### src/rtl/cassette_pkg.sv
// Shared definitions for the cassette transport controller and player.
// Holds the transport state encoding, the default pulse/filter timings and
// the player's bit-cell timing constants so both sides agree on them.
package cassette_pkg;

  typedef enum logic [1:0] {
    EMPTY   = 2'd0,
    LOADING = 2'd1,
    READY   = 2'd2,
    PLAYING = 2'd3
  } tstate_t;

  localparam int PULSE_CYCLES_DEF = 4;
  localparam int MOTOR_FILTER_DEF = 1024;

  // Cassette player bit-cell timing in clk cycles.
  localparam int BIT0_CYCLES = 1200;
  localparam int BIT1_CYCLES = 2400;

endpackage

### src/rtl/cassette_transport_ctrl_if.sv
// Tape image RAM bus.
//  master : controller side, drives address / write enable / write data
//  slave  : RAM side, returns read data one clk after the address
//  ram_addr  ADDR_W  RAM address
//  ram_we    1       write enable
//  ram_wdata 8       write data
//  ram_rdata 8       read data (synchronous, 1-cycle latency)
interface cassette_transport_ctrl_if #(
  parameter int ADDR_W = 16
) ();
  logic [ADDR_W-1:0] ram_addr;
  logic              ram_we;
  logic [7:0]        ram_wdata;
  logic [7:0]        ram_rdata;

  modport master (output ram_addr, output ram_we, output ram_wdata, input ram_rdata);
  modport slave  (input ram_addr, input ram_we, input ram_wdata, output ram_rdata);
endinterface

### src/rtl/cassette_transport_ctrl_filter.sv
// signal_filter: two-flop synchroniser followed by a stability counter.
//  clk, rst_n : clock, async active-low reset
//  din        : raw asynchronous input
//  dout       : filtered level; follows din once the synchronised value
//               has differed from dout for FILTER consecutive cycles
module signal_filter #(
  parameter int FILTER = 1024
) (
  input  logic clk,
  input  logic rst_n,
  input  logic din,
  output logic dout
);
  localparam int CW = (FILTER > 1) ? $clog2(FILTER) : 1;

  logic          sync_p0;
  logic          sync_p1;
  logic [CW-1:0] cnt;

  always_ff @(posedge clk or negedge rst_n) begin
    if (!rst_n) begin
      sync_p0 <= 1'b0;
      sync_p1 <= 1'b0;
      cnt     <= '0;
      dout    <= 1'b0;
    end else begin
      sync_p0 <= din;
      sync_p1 <= sync_p0;
      // Any return to the current output level restarts the stability count.
      if (sync_p1 == dout) begin
        cnt <= '0;
      end else if (cnt == CW'(FILTER - 1)) begin
        dout <= sync_p1;
        cnt  <= '0;
      end else begin
        cnt <= cnt + 1'b1;
      end
    end
  end
endmodule

### src/rtl/cassette_transport_ctrl.sv
// cassette_transport_ctrl: transport controller and tape-RAM arbiter.
// The host download port owns the tape RAM while an image loads, the
// cassette player owns it otherwise. Tracks the highest written address,
// turns OSD button edges into fixed-width play/rewind pulses and gates the
// filtered CPU motor line.
//  clk, rst_n      : clock, async active-low reset
//  dl_active/wr/addr/data : host download bus
//  btn_play, btn_rewind   : OSD button levels
//  motor_i         : raw CPU motor line
//  cass_addr, cass_playing: player read address / busy flag
//  cass_data       : tape byte to player
//  tape_end        : highest address written by the last download
//  play_o, rewind_o: PULSE_CYCLES-wide pulses to the player
//  motor_o         : filtered motor, only while READY or PLAYING
//  ram             : tape RAM bus (master side)
//  tape_loaded     : a non-empty image is present
module cassette_transport_ctrl
  import cassette_pkg::*;
#(
  parameter int PULSE_CYCLES = PULSE_CYCLES_DEF,
  parameter int MOTOR_FILTER = MOTOR_FILTER_DEF,
  parameter int ADDR_W       = 16
) (
  input  logic                  clk,
  input  logic                  rst_n,
  input  logic                  dl_active,
  input  logic                  dl_wr,
  input  logic [ADDR_W-1:0]     dl_addr,
  input  logic [7:0]            dl_data,
  input  logic                  btn_play,
  input  logic                  btn_rewind,
  input  logic                  motor_i,
  input  logic [ADDR_W-1:0]     cass_addr,
  input  logic                  cass_playing,
  output logic [7:0]            cass_data,
  output logic [ADDR_W-1:0]     tape_end,
  output logic                  play_o,
  output logic                  rewind_o,
  output logic                  motor_o,
  cassette_transport_ctrl_if.master ram,
  output logic                  tape_loaded
);
  localparam int PW = $clog2(PULSE_CYCLES + 1);

  tstate_t       state, state_nx;
  logic          dl_prev, play_prev, rew_prev, cass_prev, filt_prev;
  logic          motor_filt;
  logic          wrote;
  logic [PW-1:0] pulse_cnt;
  logic          pulse_rew;
  logic          play_req, rew_req;
  logic          dl_rise, play_rise, rew_rise, cass_fall, motor_rise, motor_fall;
  logic          host_sel;

  signal_filter #(.FILTER(MOTOR_FILTER)) motor_flt (
    .clk  (clk),
    .rst_n(rst_n),
    .din  (motor_i),
    .dout (motor_filt)
  );

  assign dl_rise    = dl_active & ~dl_prev;
  assign play_rise  = btn_play & ~play_prev;
  assign rew_rise   = btn_rewind & ~rew_prev;
  assign cass_fall  = ~cass_playing & cass_prev;
  assign motor_rise = motor_filt & ~filt_prev;
  assign motor_fall = ~motor_filt & filt_prev;

  // Host owns the RAM only once the FSM has registered the load, so a reset
  // or an idle controller always hands the bus back to the player.
  assign host_sel      = (state == LOADING) & dl_active;
  assign ram.ram_addr  = host_sel ? dl_addr : cass_addr;
  assign ram.ram_we    = host_sel & dl_wr;
  assign ram.ram_wdata = dl_data;
  assign cass_data     = ram.ram_rdata;

  assign play_o   = (pulse_cnt != '0) & ~pulse_rew;
  assign rewind_o = (pulse_cnt != '0) & pulse_rew;
  assign motor_o  = motor_filt & ((state == READY) | (state == PLAYING));

  always_comb begin
    state_nx = state;
    play_req = 1'b0;
    rew_req  = 1'b0;
    if (dl_rise) begin
      state_nx = LOADING;
      rew_req  = (state == PLAYING);
    end else begin
      case (state)
        LOADING: if (!dl_active) state_nx = wrote ? READY : EMPTY;
        READY: begin
          if (play_rise) begin
            state_nx = PLAYING;
            play_req = 1'b1;
          end else if (motor_rise) begin
            state_nx = PLAYING;
          end
        end
        PLAYING: begin
          if (rew_rise) begin
            state_nx = READY;
            rew_req  = 1'b1;
          end else if (cass_fall || motor_fall) begin
            state_nx = READY;
          end
        end
        default: state_nx = state;
      endcase
    end
  end

  always_ff @(posedge clk or negedge rst_n) begin
    if (!rst_n) begin
      state       <= EMPTY;
      dl_prev     <= 1'b0;
      play_prev   <= 1'b0;
      rew_prev    <= 1'b0;
      cass_prev   <= 1'b0;
      filt_prev   <= 1'b0;
      wrote       <= 1'b0;
      tape_end    <= '0;
      tape_loaded <= 1'b0;
      pulse_cnt   <= '0;
      pulse_rew   <= 1'b0;
    end else begin
      state     <= state_nx;
      dl_prev   <= dl_active;
      play_prev <= btn_play;
      rew_prev  <= btn_rewind;
      cass_prev <= cass_playing;
      filt_prev <= motor_filt;

      if (dl_rise) begin
        wrote       <= 1'b0;
        tape_end    <= '0;
        tape_loaded <= 1'b0;
      end else if (host_sel && dl_wr) begin
        wrote <= 1'b1;
        if (dl_addr > tape_end) tape_end <= dl_addr;
      end else if (state == LOADING && !dl_active) begin
        tape_loaded <= wrote;
      end

      // A request arriving while a pulse is running is dropped; rewind has
      // priority because the FSM never raises both in one cycle from PLAYING.
      if (pulse_cnt == '0 && (rew_req || play_req)) begin
        pulse_cnt <= PW'(PULSE_CYCLES);
        pulse_rew <= rew_req;
      end else if (pulse_cnt != '0) begin
        pulse_cnt <= pulse_cnt - 1'b1;
      end
    end
  end
endmodule

### src/flat_wrapper.sv
// flat-port wrapper written by rule: the top's interface ports become plain ports
module cassette_transport_ctrl_flat import cassette_pkg::*;
#(
  parameter int PULSE_CYCLES = PULSE_CYCLES_DEF,
  parameter int MOTOR_FILTER = MOTOR_FILTER_DEF,
  parameter int ADDR_W       = 16
)
  (clk, rst_n, dl_active, dl_wr, dl_addr, dl_data, btn_play, btn_rewind, motor_i, cass_addr, cass_playing, cass_data, tape_end, play_o, rewind_o, motor_o, tape_loaded, ram_ram_addr, ram_ram_we, ram_ram_wdata, ram_ram_rdata);
  cassette_transport_ctrl_if #(.ADDR_W(ADDR_W)) ram_i ();
  input  logic clk;
  input  logic rst_n;
  input  logic dl_active;
  input  logic dl_wr;
  input  logic [ADDR_W-1:0] dl_addr;
  input  logic [7:0] dl_data;
  input  logic btn_play;
  input  logic btn_rewind;
  input  logic motor_i;
  input  logic [ADDR_W-1:0] cass_addr;
  input  logic cass_playing;
  output logic [7:0] cass_data;
  output logic [ADDR_W-1:0] tape_end;
  output logic play_o;
  output logic rewind_o;
  output logic motor_o;
  output logic tape_loaded;
  output wire logic [$bits(ram_i.ram_addr)-1:0] ram_ram_addr;
  output wire logic [$bits(ram_i.ram_we)-1:0] ram_ram_we;
  output wire logic [$bits(ram_i.ram_wdata)-1:0] ram_ram_wdata;
  input wire logic [$bits(ram_i.ram_rdata)-1:0] ram_ram_rdata;
  assign ram_ram_addr = ram_i.ram_addr;
  assign ram_ram_we = ram_i.ram_we;
  assign ram_ram_wdata = ram_i.ram_wdata;
  assign ram_i.ram_rdata = ram_ram_rdata;
  cassette_transport_ctrl #(.PULSE_CYCLES(PULSE_CYCLES), .MOTOR_FILTER(MOTOR_FILTER), .ADDR_W(ADDR_W)) u_core (.clk(clk), .rst_n(rst_n), .dl_active(dl_active), .dl_wr(dl_wr), .dl_addr(dl_addr), .dl_data(dl_data), .btn_play(btn_play), .btn_rewind(btn_rewind), .motor_i(motor_i), .cass_addr(cass_addr), .cass_playing(cass_playing), .cass_data(cass_data), .tape_end(tape_end), .play_o(play_o), .rewind_o(rewind_o), .motor_o(motor_o), .ram(ram_i), .tape_loaded(tape_loaded));
endmodule
### config.mk
export PLATFORM = sky130hd
export DESIGN_NAME = cassette_transport_ctrl_flat
export DESIGN_NICKNAME = d
export VERILOG_FILES = /design/src/rtl/cassette_pkg.sv /design/src/rtl/cassette_transport_ctrl_if.sv /design/src/rtl/cassette_transport_ctrl_filter.sv /design/src/rtl/cassette_transport_ctrl.sv /design/src/flat_wrapper.sv
export SDC_FILE = /design/constraint.sdc
export NUM_CORES = 1
export LEC_CHECK = 0
export CORE_MARGIN = 8
export CORE_UTILIZATION = 47
export CTS_CLUSTER_SIZE = 30
export DETAILED_ROUTE_END_ITERATION = 16
export GPL_TIMING_DRIVEN = 0
export PLACE_DENSITY = 0.9
export REMOVE_ABC_BUFFERS = 1
export SLEW_MARGIN = 20
export SYNTH_ARGS = -nofsm -noshare
export SYNTH_HDL_FRONTEND = slang
export SYNTH_SLANG_ARGS = --single-unit
### constraint.sdc
create_clock -name clk -period 6.5 [get_ports clk]
set_clock_uncertainty 0.15 [all_clocks]
set_input_delay 1.3 -clock clk [delete_from_list [all_inputs] [get_ports clk]]
set_output_delay 1.3 -clock clk [all_outputs]
set_load 0.1 [all_outputs]
==> results.cfg, run 1 <==
[synthesis]
synth_area_leaders = dfrtp_1, ha_1, mux2i_1, nand2_1, buf_4
synthesis.area_mm2 = 0.00262
syn_area_per_cell_um2 = 9.64
seq_area_frac_synth_pct = 40.1
async_reset_ff_share_pct = 100
synth_edf_count = 0
yosysWarnings = 0
ys_types = 44
netlist.area_leader.share_pct = 40.1
ys_seq_elements = 42
synth_cells = 272
synth_common_cells = dfrtp_1, nand2_1, inv_1
ys.flop_type = dfrtp_1
synth_top_cell_by_area = dfrtp_1

[setup_path]
crit_family = buffers and inverters
critPathLaunchType = input port
crit_type = in -> out
required_ns = 5.05
cpPeakStageDelay_ns = 1.20
critPathMaxFanout = 19
cpMostUsedCell = clkdlybuf4s50_1
crit_path_cell_trace = clkdlybuf4s50_1 > nand3_4 > nor2_1 > clkdlybuf4s50_1
path_buf_inv = 2
end_kind = output pin
crit_slowest_cell = clkdlybuf4s50_1
crit_arrival_ns = 3.73

[drt]
vias_per_cell = 5.20
wirelength_um = 6490
first_pass_iters = 4
postRouteAntennaNets = 0
drt_iter0_drc = 74
wl_per_cell_um = 16.1
num_vias = 2099
drc = 0

[min_path]
min_path_type = reg -> reg

[sta]
relSlewSlack_pct = 28.9
final.setup.tns_ns = 0
rsz0062_at_grt = false
worstMarginPinSlew_ns = 1.07
setup_viol = 0
fin_crit_sh_pct = 79.7
slew_viol_final = 0
holdWs_ns = 0.205
hold_viol = 0
finalCriticalPeriod_ns = 5.18
max_freq_mhz = 193

[clock_network]
root_buffer = clkbuf_8
numCtsBuffers = 5
clk_latency_ns = 0.30
cts_buffer_depth = 2
clkTransAtPathRegs_ns = 0.07
cts_tree = built
cts_resized = 0
htree_levels = 2
clkSinkCount = 42
ctsHoldBuffers = 0
postCtsSetupBuffers = 0

[power_and_ir_drop]
ir_drop_uv = 139
power.density_mw_per_mm2 = 308
power.leakage_uw = 0.00157

[floorplan]
start_util_pct = 48.2
ios = 109
die_h_um = 90.7
die-area_mm2 = 0.00823
die_w_um = 90.7
core_area_mm2 = 0.00544
rows = 27

[status]
status = finished, final reports clean

[placement]
gp_congestion = 0.757
portBuffers = 76
postPlaceCellArea_mm2 = 0.00330
dp_hpwl_um = 5030

[global_routing]
grt_max_degree = 40
grt_util_all_layers_pct = 15.9
grt_pass1_wl_um = 10600
antenna_found_initial = 0
overflow = 0
grt_pass1_vias = 2128

[layout]
fillers = 432
final_area_mm2 = 0.00341
nNetsFinal = 406
syn_to_final_growth_pct = 30.2
drive_above_1_share_pct = 7.53
post-route-util_pct = 62.8
antennaDiodeCount = 0

[job]
max-cap-violations = 0
-- per-layer routing --
layer / wire [um] / GRT usage [%] / part of all wire [%]
met1: 2690 / 18.2 / 41
met2: 3220 / 26.1 / 50
met3: 490 / 6.73 / 7.5
met4: 93 / 4.99 / 1.4
met5: 0 / 0 / 0
-- cell usage in the layout (no fill, tap or decap), drive strengths merged, types with 2 or more instances in the layout --
cell type / instances
a21o: 3
a21oi: 9
and3: 2
buf: 2
clkbuf: 8
clkdlybuf4s50: 75
dfrtp: 42
ha: 19
inv: 26
mux2: 16
mux2i: 16
nand2: 42
nand2b: 4
nand3: 5
nand4: 7
nor2: 18
nor2b: 5
nor3: 2
o211ai: 2
o21ai: 6
xnor2: 4
xor2: 5
-- stage by stage --
stage               power, uW  worst slack [ns]  std cells
CTS                      1060              1.31        404
finish                   1050              1.32        404
detailed placement        861              1.33        396
floorplan                 722              2.15        247
global route             1100              1.25        404
global placement          843              1.37        395
-- cell families after synthesis --
| logic type | after synthesis | share of synthesized area (%) |
|---|---|---|
| simple gates | 89 | 15.9 |
| buf+inv | 51 | 10.8 |
| flops | 42 | 40.1 |
| mux | 32 | 13.0 |
| compound gates | 30 | 8.11 |
| fa+ha+maj | 19 | 9.06 |
| xor+xnor | 9 | 3.01 |
-- state kept, by name, summed over array words and instances (netlist names) --
signal / count
u_core.cass_prev: 1
u_core.dl_prev: 1
u_core.filt_prev: 1
u_core.motor_flt.cnt: 10
u_core.motor_flt.dout: 1
u_core.motor_flt.sync_p0: 1
u_core.motor_flt.sync_p1: 1
u_core.play_prev: 1
u_core.pulse_cnt: 3
u_core.pulse_rew: 1
u_core.rew_prev: 1
u_core.state: 2
u_core.tape_end: 16
u_core.tape_loaded: 1
u_core.wrote: 1
-- worst paths after layout --
kind                                                    start                            endpoint  slack [ns]  depth (start not counted)
setup / recovery                                    dl_active                          ram_ram_we        1.32                          4
hold / removal             u_core.motor_flt.sync_p0$_DFF_PN0_  u_core.motor_flt.sync_p1$_DFF_PN0_        0.20                          0
setup reg to reg              u_core.tape_end[13]$_DFFE_PN0P_      u_core.tape_end[1]$_DFFE_PN0P_        3.64                          7
hold reg to reg            u_core.motor_flt.sync_p0$_DFF_PN0_  u_core.motor_flt.sync_p1$_DFF_PN0_        0.20                          0
max in group asynchronous                               rst_n  u_core.motor_flt.sync_p0$_DFF_PN0_        4.94                          2
min in group asynchronous                               rst_n     u_core.tape_end[15]$_DFFE_PN0P_        0.77                          1
-- where the power goes --
part,switching (uW),internal (uW)
registers,27.7,296
logic,376,155
clock network,90.9,107
-- cell type report --
class | count | area (um^2) | area share [%]
multi-input combinational | 179 | 1290 | 37.8
sequential | 42 | 1050 | 30.8
timing repair buffer | 77 | 776 | 22.7
clock buffer | 8 | 110 | 3.22
inverter | 26 | 97.6 | 2.86
tap | 72 | 90.1 | 2.64
(Power assumes the default switching activity.)
==> inputs of run 2 (changes only) <==
--- a/config.mk
+++ b/config.mk
@@ -6,11 +6,11 @@
 export NUM_CORES = 1
 export LEC_CHECK = 0
 export CORE_MARGIN = 8
-export CORE_UTILIZATION = 47
+export CORE_UTILIZATION = 39
 export CTS_CLUSTER_SIZE = 30
 export DETAILED_ROUTE_END_ITERATION = 16
 export GPL_TIMING_DRIVEN = 0
-export PLACE_DENSITY = 0.9
+export PLACE_DENSITY = 0.8
 export REMOVE_ABC_BUFFERS = 1
 export SLEW_MARGIN = 20
 export SYNTH_ARGS = -nofsm -noshare
==> constraint.sdc (replaced) <==
create_clock -name clk -period 4.3 [get_ports clk]
set_clock_uncertainty 0.15 [all_clocks]
set_input_delay 0.86 -clock clk [delete_from_list [all_inputs] [get_ports clk]]
set_output_delay 0.86 -clock clk [all_outputs]
set_load 0.1 [all_outputs]
==> run 2 against run 1 <==
  * First-iteration DRC count is 66% lower
  * Count of clock-buffer cells in the layout down 3
  * Sequential power grew 50%
  * Sequential share of layout area shrank 0.26 points
  * Clock power up 34%
  * Critical path depth unchanged
  * Global-route usage decreased by 2.4 points
  * Die area rose by 17%
  * Utilization decreased by 11 points
  * Largest cell class unchanged
==> results.cfg, run 2 (synthesis gave the netlist of run 1 again) <==
[layout]
drive_above_1_share_pct = 7.53
post-route-util_pct = 51.8
final_cells = 412
final_common_cell = clkdlybuf4s50_1
largest_register_ffs = 16
mostFrequentLayoutCells = clkdlybuf4s50_1, nand2_1, dfrtp_1
final_area_mm2 = 0.00344
nNetsFinal = 406
syn_to_final_growth_pct = 31.3
antennaDiodeCount = 0
fillers = 600
largest-register = u_core.tape_end
multi_input_area_mm2 = 0.00129
seq_area_mm2 = 0.00105
top_regs = u_core.tape_end (16), u_core.motor_flt.cnt (10), u_core.pulse_cnt (3)

[clock_network]
clkTransAtPathRegs_ns = 0.09
clk_latency_ns = 0.30
htree_levels = 2
root_buffer = clkbuf_8
cts_buffer_depth = 2
clkSinkCount = 42
ctsHoldBuffers = 0
cts_tree = built
numCtsBuffers = 5
postCtsSetupBuffers = 0

[floorplan]
die_h_um = 98
start_util_pct = 39.5
core_area_mm2 = 0.00664
die_w_um = 98
ios = 109
rows = 30
die-area_mm2 = 0.00960

[placement]
dp_hpwl_um = 4850
place_ws_ns = -0.00158
postPlaceCellArea_mm2 = 0.00331
portBuffers = 76
gp_congestion = 0.784
place_inst = 404

[drt]
routed.top_layer = met4
wl_met2_um = 3090
wirelength_um = 6330
drc = 0
drt_iter0_drc = 25
num_vias = 2067
first_pass_iters = 4
wl_per_cell_um = 15.4
wl_met3_um = 452
postRouteAntennaNets = 0
m1WireLength_um = 2720
vias_per_cell = 5.02

[sta]
relSlewSlack_pct = 27.1
max_freq_mhz = 241
slew_viol_final = 0
finalCriticalPeriod_ns = 4.15
timing.final.ws_setup_ns = 0.147
setup_viol = 0
fin_crit_sh_pct = 96.6
rsz0062_at_grt = false
hold_viol = 0
worstMarginPinSlew_ns = 1.09

[setup_path]
crit_path_cell_trace = clkdlybuf4s50_1 > nand3_4 > o21ai_1 > clkdlybuf4s50_1
critPathLaunch = dl_active
crit_cells = 4
crit_type = in -> out
cpPeakStageDelay_ns = 1.15
cpMostUsedCell = clkdlybuf4s50_1
path_buf_inv = 2
reg2reg_to = u_core.tape_end[0]$_DFFE_PN0P_
critPathLaunchType = input port
r2r_start = u_core.tape_end[13]$_DFFE_PN0P_
required_ns = 3.29
rrSetupSlack_ns = 1.32
crit_family = buffers and inverters
crit_slowest_cell = clkdlybuf4s50_1
crit_arrival_ns = 3.14
reg2regPathDepth = 7
end_kind = output pin
critPathMaxFanout = 19

[global_routing]
antenna_found_initial = 0
overflow = 0
grt_util_all_layers_pct = 13.5
grt_pass1_vias = 2207
grt_max_degree = 40
grt_pass1_wl_um = 10700

[min_path]
whs_path_depth = 0
hold_path.startpoint = u_core.motor_flt.sync_p0$_DFF_PN0_
min_path_type = reg -> reg
hold_end = u_core.motor_flt.sync_p1$_DFF_PN0_

[power_and_ir_drop]
power.density_mw_per_mm2 = 449
ir_drop_uv = 241
power.leakage_uw = 0.00169

[status]
status = finished, final reports clean

[job]
max-cap-violations = 0
-- run 2: cell type report --
type | count | area share (%)
Tap cell | 80 | 2.91
Timing Repair Buffer | 77 | 23.6
Sequential cell | 42 | 30.5
Clock buffer | 5 | 2.00
Clock inverter | 3 | 0.690
Inverter | 26 | 2.83
Multi-Input combinational cell | 179 | 37.5
-- run 2: power breakdown --
group / total [uW] / internal [uW] / switching (uW) / leakage (uW)
logic: 794 / 231 / 563 / 0.00110
clock network: 266 / 116 / 150 / 0.0000408
registers: 487 / 447 / 39.7 / 0.000554
total: 1550 / 794 / 753 / 0.00169
-- run 2: timing repair --
item	4_1_cts	5_1_grt
endpoints found under the setup margin	1	15
resized for setup	1	15
pin swaps	0	0
-- run 2: stage by stage --
stage / setup TNS [ns] / total power, uW / hold WS, ns
after floorplan: 0 / 1090 / 0.181
after global placement: 0 / 1280 / 0.184
after detailed placement: -0.00158 / 1300 / 0.188
after CTS: 0 / 1570 / 0.209
after global routing: 0 / 1630 / 0.214
final: 0 / 1550 / 0.210
-- run 2: how the worst max path moves through the flow --
| stage | end |
|---|---|
| floorplan | ram_ram_addr[0] |
| global placement | ram_ram_we |
| detailed placement | ram_ram_we |
| CTS | ram_ram_addr[9] |
| global route | ram_ram_addr[0] |
| finish | ram_ram_addr[0] |
-- run 2: layer usage --
metal  vias to the layer above  GRT usage, %
met5                         -             0
li1                       1014             -
met4                         0          3.96
met3                         7          5.12
met2                        73          22.2
met1                       973          15.9
==> inputs of run 3 (changes only) <==
--- a/config.mk
+++ b/config.mk
@@ -16,3 +16,4 @@
 export SYNTH_ARGS = -nofsm -noshare
 export SYNTH_HDL_FRONTEND = slang
 export SYNTH_SLANG_ARGS = --single-unit
+export TNS_END_PERCENT = 30
==> results of run 3 <==
The final DEF is identical to that of run 2; final timing and power are the same.
